===== config.mk =====
export PLATFORM = sky130hd
export DESIGN_NAME = uart_rx_core
export DESIGN_NICKNAME = d
export VERILOG_FILES = /design/src/rtl/uart_rx_core.sv
export SDC_FILE = /design/constraint.sdc
export NUM_CORES = 1
export LEC_CHECK = 0
export BUFFER_PORTS_ARGS = -buffer_cell sky130_fd_sc_hd__buf_2
export CAP_MARGIN = 20
export CELL_PAD_IN_SITES_DETAIL_PLACEMENT = 0
export CELL_PAD_IN_SITES_GLOBAL_PLACEMENT = 2
export CORE_ASPECT_RATIO = 1.75
export CORE_MARGIN = 2
export CORE_UTILIZATION = 43
export CTS_CLUSTER_SIZE = 8
export DETAILED_ROUTE_END_ITERATION = 8
export GPL_TIMING_DRIVEN = 0
export PLACE_DENSITY_LB_ADDON = 0.1
export REMOVE_ABC_BUFFERS = 1
export SYNTH_ARGS = -nofsm -noshare
export SYNTH_HDL_FRONTEND = slang
export SYNTH_SLANG_ARGS = --single-unit

===== constraint.sdc =====
create_clock -name clk -period 4.3 [get_ports clk]
set_input_delay 1.075 -clock clk [delete_from_list [all_inputs] [get_ports clk]]
set_output_delay 1.075 -clock clk [all_outputs]
set_load 0.03 [all_outputs]

===== src/rtl/uart_rx_core.sv =====
// 8N1 UART receiver with 2-flop input synchronizer and valid/ready byte output.
// Define UART_RX_PARITY_EN to add a parity bit (sense set by PARITY_ODD) before the stop bit.
//   state    | meaning
//   S_IDLE   | line idle, waiting for a falling edge
//   S_START  | half a bit into the start bit, confirming it is still low
//   S_DATA   | sampling 8 data bits, LSB first
//   S_PARITY | sampling the parity bit (UART_RX_PARITY_EN only)
//   S_STOP   | sampling the stop bit, delivering or flagging the frame
//   S_BREAK  | line held low after a framing error, waiting for idle
module uart_rx_core #(
    parameter logic [31:0] UART_BAUD  = 32'd271,
    parameter logic        PARITY_ODD = 1'b0
) (
    input  logic       clk,
    input  logic       reset,
    input  logic       rxd,
    output logic [7:0] rx_data,
    output logic       rx_valid,
    input  logic       rx_ready,
    output logic       busy,
    output logic       frame_err,
    output logic       parity_err,
    output logic       overrun
);

`ifdef UART_RX_PARITY_EN
    typedef enum logic [2:0] {S_IDLE, S_START, S_DATA, S_PARITY, S_STOP, S_BREAK} state_t;
`else
    typedef enum logic [2:0] {S_IDLE, S_START, S_DATA, S_STOP, S_BREAK} state_t;
`endif

    state_t      r_state;
    logic        r_sync1;
    logic        r_sync2;
    logic [31:0] r_cnt;
    logic [2:0]  r_bit;
    logic [7:0]  r_sr;
    logic [7:0]  r_data;
    logic        r_valid;
    logic        r_frame_err;
    logic        r_overrun;
    logic        w_rxs;
    logic        w_tick;
`ifdef UART_RX_PARITY_EN
    logic        r_par_bad;
    logic        r_parity_err;
`endif

    assign w_rxs  = r_sync2;
    assign w_tick = (r_state != S_IDLE) && (r_cnt == 32'd0);

    always_ff @(posedge clk or posedge reset) begin
        if (reset) begin
            r_sync1 <= 1'b1;
            r_sync2 <= 1'b1;
        end else begin
            r_sync1 <= rxd;
            r_sync2 <= r_sync1;
        end
    end

    always_ff @(posedge clk or posedge reset) begin
        if (reset) begin
            r_state     <= S_IDLE;
            r_cnt       <= 32'd0;
            r_bit       <= 3'd0;
            r_sr        <= 8'h00;
            r_data      <= 8'h00;
            r_valid     <= 1'b0;
            r_frame_err <= 1'b0;
            r_overrun   <= 1'b0;
`ifdef UART_RX_PARITY_EN
            r_par_bad    <= 1'b0;
            r_parity_err <= 1'b0;
`endif
        end else begin
            r_frame_err <= 1'b0;
            r_overrun   <= 1'b0;
`ifdef UART_RX_PARITY_EN
            r_parity_err <= 1'b0;
`endif
            if (r_valid && rx_ready)
                r_valid <= 1'b0;

            if (r_state == S_IDLE) begin
                if (!w_rxs) begin
                    r_cnt   <= UART_BAUD >> 1;
                    r_state <= S_START;
                end
            end else if (r_state == S_BREAK) begin
                // Leave immediately on idle so a following start bit is not missed.
                if (w_rxs)
                    r_state <= S_IDLE;
            end else if (!w_tick) begin
                r_cnt <= r_cnt - 32'd1;
            end else begin
                r_cnt <= UART_BAUD - 32'd1;
                case (r_state)
                    S_START: begin
                        if (!w_rxs) begin
                            r_bit   <= 3'd0;
                            r_state <= S_DATA;
`ifdef UART_RX_PARITY_EN
                            r_par_bad <= 1'b0;
`endif
                        end else begin
                            r_state <= S_IDLE;
                        end
                    end
                    S_DATA: begin
                        r_sr  <= {w_rxs, r_sr[7:1]};
                        r_bit <= r_bit + 3'd1;
                        if (r_bit == 3'd7) begin
`ifdef UART_RX_PARITY_EN
                            r_state <= S_PARITY;
`else
                            r_state <= S_STOP;
`endif
                        end
                    end
`ifdef UART_RX_PARITY_EN
                    S_PARITY: begin
                        r_par_bad <= w_rxs != ((^r_sr) ^ PARITY_ODD);
                        r_state   <= S_STOP;
                    end
`endif
                    S_STOP: begin
                        if (!w_rxs) begin
                            r_frame_err <= 1'b1;
                            r_state     <= S_BREAK;
                        end else begin
                            r_state <= S_IDLE;
`ifdef UART_RX_PARITY_EN
                            if (r_par_bad)
                                r_parity_err <= 1'b1;
                            else
`endif
                            if (r_valid && !rx_ready) begin
                                r_overrun <= 1'b1;
                            end else begin
                                r_data  <= r_sr;
                                r_valid <= 1'b1;
                            end
                        end
                    end
                    default: r_state <= S_IDLE;
                endcase
            end
        end
    end

    assign rx_data   = r_data;
    assign rx_valid  = r_valid;
    assign busy      = (r_state != S_IDLE);
    assign frame_err = r_frame_err;
    assign overrun   = r_overrun;
`ifdef UART_RX_PARITY_EN
    assign parity_err = r_parity_err;
`else
    // Parity sense is meaningless in the 8N1 build; referenced only to keep it a live parameter.
    assign parity_err = 1'b0 & PARITY_ODD;
`endif

endmodule

==> out/metrics.cfg <==
[timing]
max_freq_ghz = 0.309
maxSlewHeadroom_pct = 39.5
tightest_slew_ns = 0.901
setup_tns_ns = 0
maxSlewViolCount = 0
finalSetupViolations = 0
rsz0062_at_grt = false
layout_min_cycle_time_ns = 3.23
hold_slack_ns = 0.365
hold_viol = 0
period_share_pct = 75.2
finClkSkew_ns = 0.00537

[cts]
cts_buffers = 9
cts_hold_buf = 0
post_cts_buffers = 0
cts_resized = 0
insertion_delay_ns = 0.33
cts.sinks = 59
clock_path_buffers = 2
h-tree-depth = 3
cts_tree = yes
root_buffer = clkbuf_16
clkTransAtPathRegs_ns = 0.05

[die]
die_w_um = 68.5
core_area_mm2 = 0.00713
rows = 41
start_util_pct = 43.9
dieArea_mm2 = 0.00800
num_io_pins = 17
chipHeight_um = 117

[yosys]
synth-edff-count = 0
netlist_instances = 303
synth_warnings = 0
syn-cell-area_mm2 = 0.00313
dominantRegCellSynth = dfrtp_1
synth.avg_cell_area_um2 = 10.3
async_flop_share_pct = 100
synthDistinctLibCells = 59
synth-seq-cells = 59
ys_seq_area_share_pct = 47.3

[worst_setup_path]
criticalPathCategory = flop to flop
reg2reg_slack_ns = 1.07
cp_cell_sequence = inv_1 -> ha_1 -> nor4b_2 -> and4_1 -> nand4_4 -> or3b_1 -> mux2_4
crit_slowest_cell = or3b_1
start_kind = flop
path_max_fanout = 26
critical_path_required_ns = 4.51
arrival_ns = 3.44
worst_path_largest_cell_delay_ns = 0.74
endpoint_kind = flop

[pwr]
power.density_mw_per_mm2 = 384
total_power_w = 0.00141
peakVddDrop_mv = 0.287
p_leak_nw = 1.76

[final_layout]
fillCellCount = 692
antenna_cells = 0
final_nets = 322
synthToLayoutAreaGrowth_pct = 17.2
fin_area_mm2 = 0.00367
drive_gt1_share_pct = 22.8

[global_route]
grt_pass1_vias = 2361
grt_max_degree = 39
track_usage_pct = 21.2
grt_antenna_before_repair = 0
grt_pass1_wl_um = 12300
globalRouteOverflowTotal = 0

[drt]
antenna_left = 0
post-route-drc-count = 0
first_pass_iters = 4
wire_per_inst_um = 18.5
drtIter0Drc = 141
via_per_inst = 5.86
vias = 2379
routed_wl_um = 7490

[run]
drv_cap = 0

[place]
gp_congestion = 0.802
placed_area_mm2 = 0.00332
hpwlAfterDp_um = 4970
portBuffers = 15

[status]
status = completed

[hold_path]
hold_class = flop to flop

-- flip-flops by register name (all words and copies together), names as in the netlist --
name       count
r_cnt         32
r_sr           8
r_sync2        1
r_state        3
r_bit          3
frame_err      1
r_sync1        1
overrun        1
rx_data        8
rx_valid       1
-- synth_stat cells (2+ instances only) --
cell | count | area share (%)
xor2_1 | 2 | 0.56
o311ai_0 | 2 | 0.56
nor2_2 | 2 | 0.40
or3_1 | 10 | 2.0
nand3_1 | 11 | 1.8
a21oi_1 | 11 | 1.8
nand2b_1 | 2 | 0.40
clkbuf_1 | 13 | 1.6
o21a_1 | 2 | 0.48
nor4_1 | 12 | 2.4
and3_1 | 8 | 1.6
nor2_1 | 13 | 1.6
buf_4 | 3 | 0.72
a21o_1 | 2 | 0.48
a22o_1 | 3 | 0.84
inv_1 | 11 | 1.3
nand2_1 | 15 | 1.8
buf_6 | 2 | 0.72
mux2_2 | 12 | 4.3
mux2i_1 | 3 | 0.96
dfstp_2 | 2 | 1.7
mux2_4 | 8 | 3.8
dfrtp_1 | 57 | 46
nor4_2 | 2 | 0.80
and4_1 | 2 | 0.56
or4_1 | 5 | 1.2
o21bai_1 | 3 | 0.72
or2_2 | 3 | 0.60
and2_1 | 3 | 0.60
o21ai_0 | 16 | 2.6
xnor2_1 | 3 | 0.84
o31ai_1 | 7 | 1.7
nor3_1 | 11 | 1.8
a31oi_1 | 13 | 2.6
nand4_1 | 3 | 0.60
ha_1 | 3 | 1.2
-- placed cells by master, fill, tap and decap left out, types with 3 or more instances in the layout --
cell type | netlist | layout
dfrtp_1 | 57 | 57
nand2_1 | 15 | 15
o21ai_0 | 16 | 15
buf_2 | 1 | 15
a31oi_1 | 13 | 13
nor4_1 | 12 | 12
mux2_2 | 12 | 12
nor2_1 | 13 | 11
nor3_1 | 11 | 11
nand3_1 | 11 | 11
a21oi_1 | 11 | 11
or3_1 | 10 | 10
inv_1 | 11 | 10
clkbuf_16 | 0 | 9
and3_1 | 8 | 8
mux2_4 | 8 | 8
o31ai_1 | 7 | 7
or4_1 | 5 | 5
nor2_2 | 2 | 4
nand4_1 | 3 | 3
or2_2 | 3 | 3
and2_1 | 3 | 3
o21bai_1 | 3 | 3
mux2i_1 | 3 | 3
a22o_1 | 3 | 3
xnor2_1 | 3 | 3
ha_1 | 3 | 3
bufinv_16 | 0 | 3
-- critical path: cells and delay by family, from the launching register on --
kind	cells	cell delay [ns]
buf+inv	1	0.12
mux	1	0.38
fa+ha+maj	1	0.26
simple gates	4	1.93
flops	1	0.40
-- metal layers --
metal / GRT usage [%] / vias to the layer above / part of all wire (%)
met2: 35.3 / 27 / 53
met4: 8.80 / 0 / 1.7
met3: 4.97 / 9 / 2.2
li1: - / 1167 / -
met5: 0 / - / 0
met1: 25.7 / 1176 / 43
-- kinds of logic after synthesis --
logic type / count (synthesis) / synth area share [%]
AO/OA/AOI/OAI: 69 / 14.5
XOR/XNOR: 5 / 1.40
adder cells (fa/ha/maj): 3 / 1.20
buffers and inverters: 30 / 4.48
flip-flops: 59 / 47.3
multiplexers: 23 / 9.12
other: 1 / 0.120
AND/OR/NAND/NOR: 113 / 22.0
-- final cells by class --
| class | count | area, um2 | share of cell area (%) |
|---|---|---|---|
| Clock inverter | 5 | 100 | 2.73 |
| Clock buffer | 11 | 243 | 6.62 |
| Timing Repair Buffer | 20 | 173 | 4.71 |
| Sequential cell | 59 | 1480 | 40.3 |
| Inverter | 11 | 41.3 | 1.13 |
| Tap cell | 86 | 108 | 2.93 |
| Multi-Input combinational cell | 214 | 1520 | 41.6 |
-- power breakdown --
part           internal (W)  total (W)  leakage (nW)  switching (W)
clock              0.000579   0.000831         0.169       0.000252
combinational    0.00000357  0.0000171         0.801      0.0000136
sequential         0.000558   0.000559         0.787     0.00000116
-- stage by stage --
step | instances | util [%] | worst slack, ns
6_report | 406 | 51.4 | 1.07
5_1_grt | 406 | 51.4 | 0.808
4_1_cts | 406 | 51.4 | 1.00
3_5_place_dp | 390 | 46.6 | 1.01
3_3_place_gp | 385 | 45.1 | 0.349
2_1_floorplan | 284 | - | 1.60
-- final timing paths --
check                      startpoint    endpoint  cells after the start
setup / recovery             r_cnt[0]  rx_data[1]                      7
hold / removal                r_sync1     r_sync2                      0
setup reg to reg             r_cnt[0]  rx_data[1]                      7
hold reg to reg               r_sync1     r_sync2                      0
max in group asynchronous       reset    r_cnt[9]                      3
min in group asynchronous       reset    rx_valid                      2
Power figures use the tool's default switching activity.
